## src/rtl/acc_pkg.sv

```systemverilog
// Shared accelerator definitions: client ids, arbiter state encoding and
// the mod-3 round-robin step used by the memory arbiter.
package acc_pkg;

  localparam logic [1:0] CLI_IMAP = 2'd0;
  localparam logic [1:0] CLI_WT   = 2'd1;
  localparam logic [1:0] CLI_OMAP = 2'd2;
  localparam logic [1:0] CLI_NONE = 2'd3;

  typedef enum logic [1:0] {
    StIdle  = 2'd0,
    StBusy  = 2'd1,
    StDrain = 2'd2
  } arb_state_e;

  // Next client in round-robin order; CLI_NONE wraps to imap as well.
  function automatic logic [1:0] cli_next(input logic [1:0] c);
    return (c == CLI_OMAP || c == CLI_NONE) ? CLI_IMAP : c + 2'd1;
  endfunction

endpackage

```

## src/rtl/rr_pick3.sv

```systemverilog
// Combinational three-way round-robin picker: first requester scanning
// from last + 1 (mod 3).
module rr_pick3
  import acc_pkg::*;
(
  input  logic [2:0] req,
  input  logic [1:0] last,
  output logic [1:0] winner,
  output logic       any
);

  logic [3:0] req_x;
  logic [1:0] c0, c1, c2;

  always_comb begin
    req_x  = {1'b0, req};
    c0     = cli_next(last);
    c1     = cli_next(c0);
    c2     = cli_next(c1);
    any    = |req;
    winner = CLI_NONE;
    if (req_x[c0]) begin
      winner = c0;
    end else if (req_x[c1]) begin
      winner = c1;
    end else if (req_x[c2]) begin
      winner = c2;
    end
  end

endmodule

```

## src/rtl/mem_arbiter.sv

```systemverilog
// Round-robin owner arbiter for the single external memory port shared by the
// imap/weight read BIUs and the omap write BIU. Optional: MEM_ARB_PERF_EN.
module mem_arbiter
  import acc_pkg::*;
#(
  parameter int unsigned ADDR_W = 32,
  parameter int unsigned DATA_W = 32,
  parameter int unsigned OST_W  = 4
) (
  input  logic              clk,
  input  logic              rst_n,
  input  logic              imap_biu2arb_req,
  input  logic              wt_biu2arb_req,
  input  logic              omap_biu2arb_req,
  input  logic [ADDR_W-1:0] imap_biu2arb_addr,
  input  logic [ADDR_W-1:0] wt_biu2arb_addr,
  input  logic [ADDR_W-1:0] omap_biu2arb_addr,
  input  logic [DATA_W-1:0] omap_biu2arb_wdata,
  input  logic              imap_biu2arb_vld,
  input  logic              wt_biu2arb_vld,
  input  logic              omap_biu2arb_vld,
  output logic              imap_biu2arb_rdy,
  output logic              wt_biu2arb_rdy,
  output logic              omap_biu2arb_rdy,
  output logic [DATA_W-1:0] arb2imap_biu_data,
  output logic [DATA_W-1:0] arb2wt_biu_data,
  output logic              arb2imap_biu_vld,
  output logic              arb2wt_biu_vld,
  input  logic              arb2imap_biu_rdy,
  input  logic              arb2wt_biu_rdy,
  output logic              mem_req_vld,
  input  logic              mem_req_rdy,
  output logic [ADDR_W-1:0] mem_req_addr,
  output logic              mem_req_we,
  output logic [DATA_W-1:0] mem_req_wdata,
  input  logic              mem_rsp_vld,
  output logic              mem_rsp_rdy,
  input  logic [DATA_W-1:0] mem_rsp_data,
  output logic [1:0]        grant_id
`ifdef MEM_ARB_PERF_EN
  ,
  output logic [31:0]       perf_imap_cyc,
  output logic [31:0]       perf_wt_cyc,
  output logic [31:0]       perf_omap_cyc
`endif
);

  localparam logic [OST_W-1:0] OstMax = '1;
  localparam logic [OST_W-1:0] OstOne = {{(OST_W-1){1'b0}}, 1'b1};

  arb_state_e        state_q, state_d;
  logic [1:0]        owner_q, owner_d;
  logic [1:0]        last_q, last_d;
  logic [OST_W-1:0]  ost_q, ost_d;

  logic [1:0]        win;
  logic              any_req;
  logic              own_req, own_vld, own_rsp_rdy, own_rdy;
  logic [ADDR_W-1:0] own_addr;
  logic              rd_owner, stall, busy, req_hs, rsp_hs;

  rr_pick3 u_pick (
    .req    ({omap_biu2arb_req, wt_biu2arb_req, imap_biu2arb_req}),
    .last   (last_q),
    .winner (win),
    .any    (any_req)
  );

  always_ff @(posedge clk or negedge rst_n) begin
    if (!rst_n) begin
      state_q <= StIdle;
      owner_q <= CLI_NONE;
      last_q  <= CLI_OMAP;
      ost_q   <= '0;
    end else begin
      state_q <= state_d;
      owner_q <= owner_d;
      last_q  <= last_d;
      ost_q   <= ost_d;
    end
  end

  always_comb begin
    state_d = state_q;
    owner_d = owner_q;
    last_d  = last_q;
    unique case (state_q)
      StIdle: begin
        if (any_req) begin
          state_d = StBusy;
          owner_d = win;
          last_d  = win;
        end
      end
      // A dropped req with a beat still pending is held until that beat completes.
      StBusy:  if (!own_req && (!own_vld || req_hs)) state_d = StDrain;
      StDrain: begin
        if (ost_q == '0) begin
          state_d = StIdle;
          owner_d = CLI_NONE;
        end
      end
      default: begin
        state_d = StIdle;
        owner_d = CLI_NONE;
      end
    endcase

    ost_d = ost_q;
    if (req_hs && !mem_req_we && !rsp_hs) begin
      ost_d = ost_q + OstOne;
    end else if (rsp_hs && !(req_hs && !mem_req_we)) begin
      ost_d = ost_q - OstOne;
    end
  end

  always_comb begin
    own_req     = 1'b0;
    own_vld     = 1'b0;
    own_addr    = '0;
    own_rsp_rdy = 1'b0;
    case (owner_q)
      CLI_IMAP: begin
        own_req     = imap_biu2arb_req;
        own_vld     = imap_biu2arb_vld;
        own_addr    = imap_biu2arb_addr;
        own_rsp_rdy = arb2imap_biu_rdy;
      end
      CLI_WT: begin
        own_req     = wt_biu2arb_req;
        own_vld     = wt_biu2arb_vld;
        own_addr    = wt_biu2arb_addr;
        own_rsp_rdy = arb2wt_biu_rdy;
      end
      CLI_OMAP: begin
        own_req  = omap_biu2arb_req;
        own_vld  = omap_biu2arb_vld;
        own_addr = omap_biu2arb_addr;
      end
      default: ;
    endcase

    busy     = (state_q == StBusy);
    rd_owner = (owner_q == CLI_IMAP) || (owner_q == CLI_WT);
    stall    = rd_owner && (ost_q == OstMax);

    mem_req_vld   = busy && own_vld && !stall;
    mem_req_addr  = own_addr;
    mem_req_we    = (owner_q == CLI_OMAP);
    mem_req_wdata = omap_biu2arb_wdata;
    own_rdy       = busy && mem_req_rdy && !stall;
    req_hs        = mem_req_vld && mem_req_rdy;

    imap_biu2arb_rdy = own_rdy && (owner_q == CLI_IMAP);
    wt_biu2arb_rdy   = own_rdy && (owner_q == CLI_WT);
    omap_biu2arb_rdy = own_rdy && (owner_q == CLI_OMAP);

    // owner_q stays set through DRAIN, so responses keep their route there.
    mem_rsp_rdy       = rd_owner && own_rsp_rdy;
    rsp_hs            = mem_rsp_vld && mem_rsp_rdy;
    arb2imap_biu_vld  = (owner_q == CLI_IMAP) && mem_rsp_vld;
    arb2wt_biu_vld    = (owner_q == CLI_WT) && mem_rsp_vld;
    arb2imap_biu_data = mem_rsp_data;
    arb2wt_biu_data   = mem_rsp_data;
    grant_id          = owner_q;
  end

`ifdef MEM_ARB_PERF_EN
  logic [31:0] perf_q [3];
  logic [31:0] perf_d [3];

  always_comb begin
    for (int i = 0; i < 3; i++) begin
      perf_d[i] = perf_q[i];
      if (owner_q == 2'(i) && perf_q[i] != '1) perf_d[i] = perf_q[i] + 32'd1;
    end
  end

  always_ff @(posedge clk or negedge rst_n) begin
    if (!rst_n) begin
      for (int i = 0; i < 3; i++) perf_q[i] <= '0;
    end else begin
      for (int i = 0; i < 3; i++) perf_q[i] <= perf_d[i];
    end
  end

  assign perf_imap_cyc = perf_q[0];
  assign perf_wt_cyc   = perf_q[1];
  assign perf_omap_cyc = perf_q[2];
`endif

endmodule
```

## config.mk

```make
export PLATFORM = sky130hd
export DESIGN_NAME = mem_arbiter
export DESIGN_NICKNAME = d
export VERILOG_FILES = /design/src/rtl/acc_pkg.sv /design/src/rtl/rr_pick3.sv /design/src/rtl/mem_arbiter.sv
export SDC_FILE = /design/constraint.sdc
export NUM_CORES = 1
export LEC_CHECK = 0
export BUFFER_PORTS_ARGS = -buffer_cell sky130_fd_sc_hd__clkbuf_2
export CORE_AREA = 4 4 119 121
export DETAILED_ROUTE_END_ITERATION = 8
export DIE_AREA = 0 0 123 125
export PLACE_DENSITY = 0.48
export SETUP_SLACK_MARGIN = 0.2
export SLEW_MARGIN = 25
export SYNTH_ARGS = -nofsm -noshare
export SYNTH_HDL_FRONTEND = slang
export SYNTH_SLANG_ARGS = --single-unit
```

## constraint.sdc

```tcl
create_clock -name clk -period 3.6 [get_ports clk]
set_clock_uncertainty 0.05 [all_clocks]
set_input_delay 0.54 -clock clk [delete_from_list [all_inputs] [get_ports clk]]
set_output_delay 0.54 -clock clk [all_outputs]
set_load 0.02 [all_outputs]
```

Word-level counts from Yosys, hierarchy flattened. Cells that the tools add are included. Widths: inputs -> output; s select.

Flip-flop bits (word level): 10. Latch bits: 0. Bits in writable memories: 0. Bits in read-only memories: 0. Memories kept: 0.

$add $sub $neg: 5. Multiply operators: 0. Divide/modulo/power cells: 0. Order comparisons: 3. Equality and inequality tests: 14. Shift-type cells: 0. Mux-type cells: 25. Bitwise logic cells: 1. Reductions and logical operators: 36.

Operators with widths (count): $pmux 32 s3 (1); $mux 2 (11); $logic_and 1x1->1 (17); $eq 2x2->1 const B (8); $pmux 2 s3 (2); $lt 2x3->1 const B (3); $mux 4 (2); $add 2x1->2 const B (3); $bmux 1 s2 (3); $logic_not 1->1 (6); $pmux 1 s3 (2); $reduce_and 3->1 (2); $logic_or 1x1->1 (5); $add 4x1->4 const B (1); $eq 2x1->1 const B (2); $eq 4x4->1 const B (1); $logic_not 2->1 (2); $logic_not 4->1 (1); $ne 2x2->1 const B (2); $sub 4x1->4 const B (1); $mux 1 (3); $reduce_or 3->1 (1); $ne 2x1->1 const B (1); $pmux 1 s2 (1); 3 further kinds (3).

Logic depth before layout (Yosys ltp). Gate-level depths: netlist of run 1.

Depth in word-level cells: 16. Mapped depth: 13. Gate-level depth less buffers: 12.

Hierarchy. From an unflattened synthesis of run 1, not the netlist that was laid out.

Cells, all modules: 287. Area total of the unflattened synthesis: 2159.6 um2.

By module, submodules not included: mem_arbiter (instances 1, cells an instance 281, area an instance 2118.3 um2); rr_pick3 (instances 1, cells an instance 6, area an instance 41.3 um2).

Worst setup path before layout of run 1. Ideal clock, no wire load.

Kind: reg-to-reg. Start point: reg owner_q[1] (netlist: grant_id[1]). End point: reg ost_q[3]. Setup time: 136 ps. Arrival time: 2889 ps. Required time: 3414 ps. Slack: 525 ps. Stages on the path, launching flop included: 13. Clock period less this slack: 3075 ps. Path through: dfstp_2 -> buf_2 -> nand2b_4 -> clkinv_2 -> o2bb2ai_2 -> nor3b_2 -> and3_1 -> ha_1 -> inv_1 -> ha_1 -> a21o_1 -> a2111oi_0 -> o31ai_1.

Word-level cells in the longest chain between the ends: 10.

Ends and longest elaborated chain: from (decl) (line mem_arbiter.sv:52) `logic [1:0] owner_q, owner_d;`; from (signal assigned) (line mem_arbiter.sv:77) `owner_q <= owner_d;`; parallel branches: the longest is 4 deep, another holds $pmux 1 s3; $logic_and 1x1->1 (*) (line mem_arbiter.sv:147) `mem_req_vld = busy && own_vld && !stall;`; via mem_req_vld (line mem_arbiter.sv:31) `output logic mem_req_vld,`; $logic_and 1x1->1 (*) (line mem_arbiter.sv:152) `req_hs = mem_req_vld && mem_req_rdy;`; $logic_and 1x1->1 (*) (line mem_arbiter.sv:110, mem_arbiter.sv:112); $logic_not 1->1 (line mem_arbiter.sv:112) `end else if (rsp_hs && !(req_hs && !mem_req_we)) begin`; $logic_and 1x1->1 (line mem_arbiter.sv:112); $reduce_bool 2->1 (no line); to (signal assigned) (line mem_arbiter.sv:79) `ost_q <= ost_d;`; to (decl) (line mem_arbiter.sv:54) `logic [OST_W-1:0] ost_q, ost_d;`.

Mark *: on every way through the listed nets, which the timed path passes. A chain may end at the register's enable or synchronous reset.

Worst setup path after layout of run 1.
Start point: reg owner_q[0] (netlist: grant_id[0]). End point: reg ost_q[3].

Word-level cells in the longest chain between the ends: 10.

Ends and longest elaborated chain: parallel branches: the longest is 10 deep, another holds $pmux 1 s3.

Several ways; the timed one is not identified.

==> summary.txt, run 1 <==
Cell family with the largest share of critical-path delay: compound AO/OA/AOI/OAI gates
Pin count of the biggest net entering global routing: 34
Num CTS Buffers: 3
Die Height: 125 um
Max Slew Vio Count: 0
Reg power frac: 15.5%
Internal power: 0.000857 W
Required @ worst endpoint: 3.65 ns
RSZ-0062 raised after global routing: no
DP Area: 0.00235 mm^2
IO Port Bufs: 149
EDFF count, synth: 0
Switching pwr: 0.00101 W
Crit path capture type: flop
Die Footprint: 0.0154 mm^2
Crit-path most repeated cell: ha_1
Antenna violations before repair: 0
CTS root buf: clkbuf_16
Synthesized flop and latch total: 10
ANT cells: 0
Dpl hpwl: 7260 um
Count of different cell masters after synthesis: 37
CP peak stage delay: 0.71 ns
Pwr dens: 767 mW/mm^2
Final setup vio count: 0
Global-route wire length before repair: 12,300 um
Post-CTS setup buffer count: 0
Row count: 42
Clock tree buffer depth: 2
P&R area growth vs syn: 13.8%
Vias in the first global route: 2,167
Main synth FF type: dfrtp_1
Post-synthesis sequential area ratio: 11.9%
Max-cap check violation count: 0
Non-filler cells, final: 512
Final worst path period share: 85.1%
Total power: 0.00187 W
DRC errors left: 0
Drt pass-1 iters: 4
Slowest cell on crit path: dfstp_2
Drt total wl: 8320 um
GRT overflow: 0
Vias: 2,072
Sw frac: 54.0%
DR vias/cell: 4.05
DR iter-0 viols: 44
Clock network power share: 10.6%
Slew @ Worst Pin: 0.380 ns
Core Box Area: 0.0131 mm^2
Setup TNS: 0 ns
Syn Area/Cell: 7.42 um^2
CTS sink count: 10
Slew headroom: 74.0%
CTS H-tree lvls: 1
Worst path buffer plus inverter count: 1
Design Area, Final: 0.00243 mm^2
Clock transition at the registers of the reported paths: 0.04 ns
Hold Path Class: input port to async pin
I/O pin count: 310
Clock latency on the worst-skew pair: 0.23 ns
Worst-path maximum fanout: 14
Run status: finished, final reports clean
Cts hold-fix bufs: 0
Setup slack after layout: 0.537 ns
Placed cell count: 508
Syn Inst Count: 288
Die Width: 123 um
Leak: 1.32 nW
Arrival time worst endpoint: 3.11 ns
Wirelength per Cell: 16.3 um
Comb power frac: 73.9%
Layout cells sized above 1: 49.7%
Hold Vio Cnt, Final: 0
Gr usage total: 10.2%
Pre-CTS setup slack: 0.512 ns
Synth async-reset ratio: 100%
Achievable clock frequency: 326 MHz
Starting Density: 16.3%
Mapped Nets: 464
# resized after CTS: 0
Final min period: 3.06 ns
Startpoint types: flop
CTS tree: built
Maximum vdd drop: 0.438 mV
RD Place Congestion: 0.811
Crit Path Category: flop to flop
CP cell instances: mux2i_1, o2bb2ai_2, nor3b_2, and3_1, ha_1, inv_1, ha_1, a21o_1, a2111oi_0, o31ai_1
Synth Warn #: 0
Final nets: 513
Routed Antenna Nets: 0
Mapped Area: 0.00214 mm^2
[layout make-up]
class / instances / area [um^2]
well taps: 176 / 220
clock buffers: 4 / 78.8
fillers: 1511 / 10700
inverters: 3 / 12.5
flip-flops and latches: 10 / 254
multi-input cells: 165 / 1080
repair buffers: 154 / 783
[path summary, 6_finish.rpt]
path                       cells after the start  slack, ns        start     endpoint
min in group clk                               2       0.44    last_q[0]    last_q[0]
hold / removal                                 1       0.12        rst_n     ost_q[1]
setup reg to reg                              10       0.54  grant_id[0]     ost_q[3]
hold reg to reg                                2       0.44    last_q[0]    last_q[0]
max in group asynchronous                      1       3.11        rst_n  grant_id[0]
setup / recovery                              10       0.54  grant_id[0]     ost_q[3]
[worst register-to-register path, cell delays in order (launching register included)]
cell and delay (ns):
dfstp_2 0.71, mux2i_1 0.30, o2bb2ai_2 0.11, nor3b_2 0.17, and3_1 0.19, ha_1 0.24, inv_1 0.15, ha_1 0.25
a21o_1 0.20, a2111oi_0 0.42, o31ai_1 0.14
[synth_stat cells, types with 2 or more instances]
master	number	area [um^2]
a21oi_1	5	25.0
buf_2	9	45.0
buf_4	97	728
clkbuf_1	4	15.0
dfrtp_1	7	175
dfstp_2	3	78.8
ha_1	3	37.5
inv_1	2	7.51
mux2i_1	36	360
nand2_1	43	161
nor2_1	7	26.3
nor3_1	8	40.0
nor3b_1	3	22.5
o21ai_0	23	115
o21ai_1	15	75.1
xnor2_1	2	17.5
[flip-flops by register name, summed over array words and instances (netlist names)]
name and count:
grant_id 2, last_q 2, ost_q 4, state_q 2
[cells by family (layout without fill, tap and decap cells)]
logic type / after synthesis / after routing / share of synthesized area [%]
adder cells (fa/ha/maj): 4 / 4 / 2.69
buffers and inverters: 113 / 161 / 37.4
flip-flops: 10 / 10 / 11.9
XOR/XNOR: 2 / 2 / 0.819
AND/OR/NAND/NOR: 70 / 70 / 15.2
AO/OA/AOI/OAI: 52 / 52 / 14.6
multiplexers: 37 / 37 / 17.4
[power by group through the flow]
stage               combinational [W]  sequential [W]  clock [W]
floorplan                     0.00114        0.000242          0
global placement              0.00139        0.000287          0
detailed placement            0.00140        0.000292          0
CTS                           0.00141        0.000291   0.000204
global route                  0.00151        0.000310   0.000212
finish                        0.00138        0.000289   0.000197
[stage by stage]
step | util (%) | hold WS, ns
after floorplan | - | 0.194
after global placement | 18.0 | 0.370
after detailed placement | 18.0 | 0.376
after CTS | 18.6 | 0.127
after global routing | 18.6 | 0.140
final | 18.6 | 0.119
[layer usage]
layer / GRT usage [%] / share of wire (%) / vias to the layer above
met4: 4.36 / 3.8 / 0
met2: 18.0 / 50 / 116
met5: 0 / 0 / -
met1: 11.7 / 36 / 941
met3: 2.17 / 9.7 / 40
li1: - / - / 975
[placed cells by master (no fill, tap or decap), drive strengths merged]
master   instances
mux2i           36
a31oi            1
a2111oi          1
ha               3
inv              2
nand2b           2
a2bb2oi          1
o2bb2ai          1
nor4             1
o211ai           1
dfrtp            7
nor3             8
clkbuf         153
o31ai            1
or3              1
nor2             7
mux2             1
o311ai           1
a21oi            5
a21o             1
buf              5
and3b            1
clkinv           1
nor3b            4
and2b            1
o21ai           38
nand2           44
xnor2            2
fa               1
dfstp            3
and3             1
a311o            1
(Power assumes the default switching activity.)
==> inputs of run 2 (changes only) <==
--- a/config.mk
+++ b/config.mk
@@ -5,11 +5,12 @@
 export SDC_FILE = /design/constraint.sdc
 export NUM_CORES = 1
 export LEC_CHECK = 0
-export BUFFER_PORTS_ARGS = -buffer_cell sky130_fd_sc_hd__clkbuf_2
-export CORE_AREA = 4 4 119 121
+export ABC_AREA = 1
+export CORE_AREA = 2 2 120 122
 export DETAILED_ROUTE_END_ITERATION = 8
-export DIE_AREA = 0 0 123 125
-export PLACE_DENSITY = 0.48
+export DIE_AREA = 0 0 122 124
+export DONT_BUFFER_PORTS = 1
+export PLACE_DENSITY = 0.3
 export SETUP_SLACK_MARGIN = 0.2
 export SLEW_MARGIN = 25
 export SYNTH_ARGS = -nofsm -noshare
==> run 2 against run 1 <==
Via count fell by 8.8%; first-iteration DRC count rose by 130%; hold slack got worse by 0.030 ns; critical endpoint unchanged; critical path depth rose by 7; final area fell by 30%; final cell count fell by 12%; combinational power fell by 17%; area after synthesis fell by 0.41%; largest power group unchanged.
==> summary.txt, run 2 <==
Largest family of logic cells by synthesized area: buffers and inverters
Max FFs per register: 4
Synth Warn #: 0
Max-cap check violation count: 0
Core Box Area: 0.0137 mm^2
Cts hold-fix bufs: 1
Wirelength per Cell: 18.6 um
CP cell instances: inv_1, nor2_4, nand2_1, nand3_1, nand3_1, nor3_2, ha_1, inv_1, ha_1, nand2_1, inv_1, o21ai_0, nand2_1, nand2_1, nand2_1, nand2_1, nand2_1
Synth cell count leaders: nand2_1, buf_4, nand3_1
CTS sink count: 10
Run status: finished, final reports clean
Top post-synthesis cells by area: buf_4, nand2_1, nand3_1
EDFF count, synth: 0
Num CTS Buffers: 3
Most common cell after layout, fill and taps aside: nand2_1
Slowest cell on crit path: dfstp_2
Synth async-reset ratio: 100%
Syn Inst Count: 367
Worst-path maximum fanout: 17
Crit Path Category: flop to flop
# resized after CTS: 0
Drt total wl: 8390 um
Final nets: 446
Most frequent cells in the layout: nand2_1, nand3_1, inv_1
CTS H-tree lvls: 1
Setup TNS: 0 ns
Minimum hold slack: 0.0896 ns
Global-route wire length before repair: 11,300 um
Die Width: 122 um
Met3 Usage GRT: 6.27%
Post-CTS setup buffer count: 0
Row count: 43
Count of different cell masters after synthesis: 24
Main synth FF type: dfrtp_1
Slew @ Worst Pin: 0.692 ns
Pin count of the biggest net entering global routing: 21
Startpoint types: flop
Routed Antenna Nets: 0
Crit path launch: grant_id[1]
Final setup vio count: 0
Reg2reg start: grant_id[1]
Synth Area in Simple Gates: 40.1%
Hold Vio Cnt, Final: 0
Required @ worst endpoint: 3.69 ns
DR vias/cell: 4.20
CP peak stage delay: 0.64 ns
I/O pin count: 310
Area share of the largest cell type after synthesis: 33.8%
Pwr dens: 963 mW/mm^2
Syn Area/Cell: 5.80 um^2
Count leader, synth: nand2_1
Post-synth top area cell: buf_4
DRC errors left: 0
CTS tree: built
Crit path capture type: flop
Layout cells sized above 1: 5.20%
Mapped Nets: 543
Vias in the first global route: 1,744
Arrival time worst endpoint: 3.01 ns
Gr usage total: 10.1%
Die Footprint: 0.0151 mm^2
GR Layer Usage met1: 11.1%
Adder-cell share of the synthesized area: 2.70%
Max Slew Vio Count: 0
IO Port Bufs: 0
XOR/XNOR share of the synthesized area: 1.23%
Final min period: 2.93 ns
Leak: 0.818 nW
Hold Path Class: input port to async pin
Antenna violations before repair: 1
Die Height: 124 um
Achievable clock frequency: 342 MHz
Top reg by flops: ost_q
GR peak layer: met2
Post-synthesis sequential area ratio: 11.9%
Synthesized flop and latch total: 10
Clock tree buffer depth: 2
Vias: 1,890
Met2 Use GR: 15.2%
RD Place Congestion: 0.802
Maximum vdd drop: 0.286 mV
Crit-path most repeated cell: nand2_1
GRT overflow: 0
CTS root buf: clkbuf_16
P&R area growth vs syn: -19.6%
Mapped Area: 0.00213 mm^2
Starting Density: 15.5%
Post-synthesis compound-gate area fraction: 3.82%
DR iter-0 viols: 103
Clock latency on the worst-skew pair: 0.24 ns
Slew headroom: 53.5%
Final worst path period share: 81.3%
Dpl hpwl: 7310 um
RSZ-0062 raised after global routing: no
Clock transition at the registers of the reported paths: 0.04 ns
Drt pass-1 iters: 6
Mux share of post-synthesis cell area: 0%
## run 2: changes by cell type after synthesis, moves of 10 or more
cell	before	now
mux2i_1	36	0
o21ai_0	23	4
nand3_1	0	39
nand2_1	43	141
o21ai_1	15	0
nor2_1	7	17
inv_1	2	22
## run 2: cell type report
class | count | area, um^2
diodes | 1 | 2.50
inverters | 23 | 86.3
clock buffers | 4 | 88.8
repair buffers | 4 | 32.5
well taps | 180 | 225
multi-input cells | 228 | 1020
fillers | 1643 | 12000
flip-flops and latches | 10 | 254
## run 2: per-stage QoR
step / setup slack (ns) / cells / instance area, um^2 / utilization (%) / power (W)
finish: 0.675 / 450 / 1710 / 12.5 / 0.00165
global placement: 0.705 / 444 / 1610 / 11.7 / 0.00145
floorplan: 1.09 / 367 / 2130 / - / 0.00134
global route: 0.318 / 449 / 1710 / 12.5 / 0.00183
CTS: 0.662 / 449 / 1710 / 12.5 / 0.00168
detailed placement: 0.677 / 444 / 1610 / 11.7 / 0.00144
## run 2: metal layers
layer / wire length [um] / part of all wire [%] / up-vias
met1: 2870 / 34 / 837
met2: 3740 / 45 / 163
met5: 0 / 0 / -
met4: 361 / 4.3 / 0
met3: 1410 / 17 / 34
li1: - / - / 856
## run 2: worst max-delay path: cells and delay by family, from the launching register on
kind / cells / cell delay (ns)
buffers and inverters: 3 / 0.27
adders and majority gates: 2 / 0.47
AOI/OAI and AO/OA: 1 / 0.20
DFF: 1 / 0.64
and+or+nand+nor: 11 / 1.17
## run 2: worst paths after layout
check	end	slack, ns	cells past startpoint
worst max-delay path	ost_q[3]	0.67	17
worst max register to register	ost_q[3]	0.67	17
worst min register to register	ost_q[3]	0.51	2
max in group asynchronous	state_q[1]	2.59	1
min in group clk	last_q[1]	0.50	2
worst min-delay path	grant_id[0]	0.09	0
## run 2: power by group
group          internal (W)  switching (W)  total [W]
registers          0.000183      0.0000937   0.000277
clock network      0.000168      0.0000607   0.000229
logic              0.000275       0.000869    0.00114
total              0.000626        0.00102    0.00165
## run 2: kinds of logic after synthesis
logic type / after synthesis
flops: 10
buf+inv: 129
simple gates: 206
fa+ha+maj: 4
compound gates: 15
xor+xnor: 3
==> inputs of run 3 (changes only) <==
==> constraint.sdc (replaced) <==
create_clock -name clk -period 2.82 [get_ports clk]
set_clock_uncertainty 0.05 [all_clocks]
set_input_delay 0.423 -clock clk [delete_from_list [all_inputs] [get_ports clk]]
set_output_delay 0.423 -clock clk [all_outputs]
set_load 0.02 [all_outputs]
==> run 3 against run 2 <==
Setup slack got worse by 0.21 ns; sequential share of layout area down 0.43 points; core utilization up 0.37 points; power is 31% higher; critical endpoint unchanged; largest cell class unchanged.
==> summary.txt, run 3 (same netlist as run 2, synthesis figures left out) <==
Final nets: 453
Clock transition at the registers of the reported paths: 0.04 ns
Comb power frac: 73.5%
CTS sink count: 10
Met2 Use GR: 15.1%
Switching pwr: 0.00133 W
Minimum hold slack: 0.385 ns
Maximum vdd drop: 0.341 mV
Achievable clock frequency: 424 MHz
Slew @ Worst Pin: 0.653 ns
Clock latency on the worst-skew pair: 0.24 ns
Clock network power share: 12.2%
Clock tree buffer depth: 2
Vias: 1,868
Hold Vio Cnt, Final: 0
Crit-path most repeated cell: nand2_1
Final worst path period share: 83.6%
Startpoint types: flop
Final min period: 2.36 ns
GRT overflow: 0
Drt total wl: 8450 um
Slew headroom: 56.2%
Max Slew Vio Count: 0
CTS root buf: clkbuf_16
CTS tree: built
Run status: finished, final reports clean
DRC errors left: 0
Arrival time worst endpoint: 2.44 ns
Layout cells sized above 1: 8.70%
Routed Antenna Nets: 0
Slowest cell on crit path: dfstp_2
Global-route wire length before repair: 11,300 um
Pin count of the biggest net entering global routing: 21
Crit path capture type: flop
Internal power: 0.000837 W
Reg power frac: 14.4%
Row count: 43
Most frequent cells in the layout: nand2_1, nand3_1, inv_1
Die Footprint: 0.0151 mm^2
Antenna violations before repair: 1
Gr usage total: 9.92%
Die Width: 122 um
Sw frac: 61.3%
Final setup vio count: 0
Max FFs per register: 4
Max-cap check violation count: 0
CTS H-tree lvls: 1
Pwr dens: 1230 mW/mm^2
DR vias/cell: 4.09
Num CTS Buffers: 3
Setup TNS: 0 ns
Required @ worst endpoint: 2.90 ns
Top reg by flops: ost_q
Crit Path Category: flop to flop
GR Layer Usage met1: 11.0%
RSZ-0062 raised after global routing: no
DR iter-0 viols: 71
GR peak layer: met2
Total power: 0.00216 W
CP peak stage delay: 0.53 ns
Met3 Usage GRT: 6.46%
Starting Density: 15.5%
Worst-path maximum fanout: 15
Drt pass-1 iters: 4
P&R area growth vs syn: -17.2%
Most common cell after layout, fill and taps aside: nand2_1
Dpl hpwl: 7410 um
Hold Path Class: input port to flop
IO Port Bufs: 0
RD Place Congestion: 0.748
Wirelength per Cell: 18.5 um
Core Box Area: 0.0137 mm^2
I/O pin count: 310
Die Height: 124 um
CP cell instances: buf_4, nor2_4, buf_4, nor3_2, ha_2, inv_1, ha_1, nand2_1, inv_1, o21ai_2, nand2_1, nand2_1, nand2_1, nand2_1, nand2_1
Leak: 0.845 nW
Vias in the first global route: 1,770
-- run 3: changes by cell type in the layout (fill, tap and decap cells not counted) --
cell	change
ha_2	+1
clkbuf_1	+1
nand2_1	-1
clkbuf_8	-1
nand2_2	+1
buf_4	+7
o21ai_2	+1
inv_1	-1
inv_2	+1
o21ai_0	-1
ha_1	-1
-- run 3: cell type report --
class	instances	area (um^2)
Sequential cell	10	254
Inverter	23	86.3
Tap cell	180	225
Fill cell	1627	12000
Multi-Input combinational cell	228	1030
Clock buffer	4	78.8
Timing Repair Buffer	11	85.1
Antenna cell	1	2.50
-- run 3: critical path, delay by kind of cell, from the launching register on --
kind	cells	cell delay (ns)
buffers and inverters	4	0.51
adder cells (fa/ha/maj)	2	0.48
AND/OR/NAND/NOR	8	0.55
flip-flops	1	0.53
AO/OA/AOI/OAI	1	0.12
-- run 3: power groups by stage --
| stage | clock network, W | logic, W | registers (W) |
|---|---|---|---|
| finish | 0.000263 | 0.00159 | 0.000311 |
| floorplan | 0 | 0.00140 | 0.000313 |
| CTS | 0.000273 | 0.00160 | 0.000311 |
| global placement | 0 | 0.00158 | 0.000311 |
| global route | 0.000280 | 0.00179 | 0.000327 |
| detailed placement | 0 | 0.00159 | 0.000310 |
-- run 3: timing repair --
item                                    4_1_cts  5_1_grt
cloned                                        0        0
endpoints found under the setup margin        1        1
pin swaps                                     0        1
endpoints found under the hold margin        10        0
hold buffers                                  1        0
buffers inserted                              0        1
resized for setup                             1        4
-- run 3: worst paths after layout --
| path | end | slack (ns) | start | depth (start not counted) |
|---|---|---|---|---|
| max reg2reg | ost_q[3] | 0.46 | grant_id[0] | 15 |
| max | ost_q[3] | 0.46 | grant_id[0] | 15 |
| min reg2reg | ost_q[3] | 0.51 | ost_q[3] | 2 |
| max in group asynchronous | last_q[1] | 1.80 | rst_n | 1 |
| min in group asynchronous | ost_q[0] | 0.55 | rst_n | 1 |
| min | last_q[1] | 0.39 | omap_biu2arb_req | 2 |
-- run 3: through the flow --
| step | instance area [um^2] | instances | worst slack [ns] | util (%) |
|---|---|---|---|---|
| finish | 1760 | 457 | 0.464 | 12.9 |
| global route | 1760 | 456 | 0.246 | 12.8 |
| CTS | 1750 | 455 | 0.243 | 12.7 |
| detailed placement | 1660 | 450 | 0.216 | 12.1 |
| global placement | 1660 | 450 | 0.254 | 12.1 |
| floorplan | 2130 | 367 | 0.313 | - |
-- run 3: routing by layer --
| layer | part of all wire [%] | vias to the layer above | routed length [um] |
|---|---|---|---|
| met1 | 35 | 824 | 2940 |
| li1 | - | 862 | - |
| met4 | 3.6 | 0 | 304 |
| met5 | 0 | - | 0 |
| met3 | 16 | 31 | 1380 |
| met2 | 45 | 151 | 3830 |
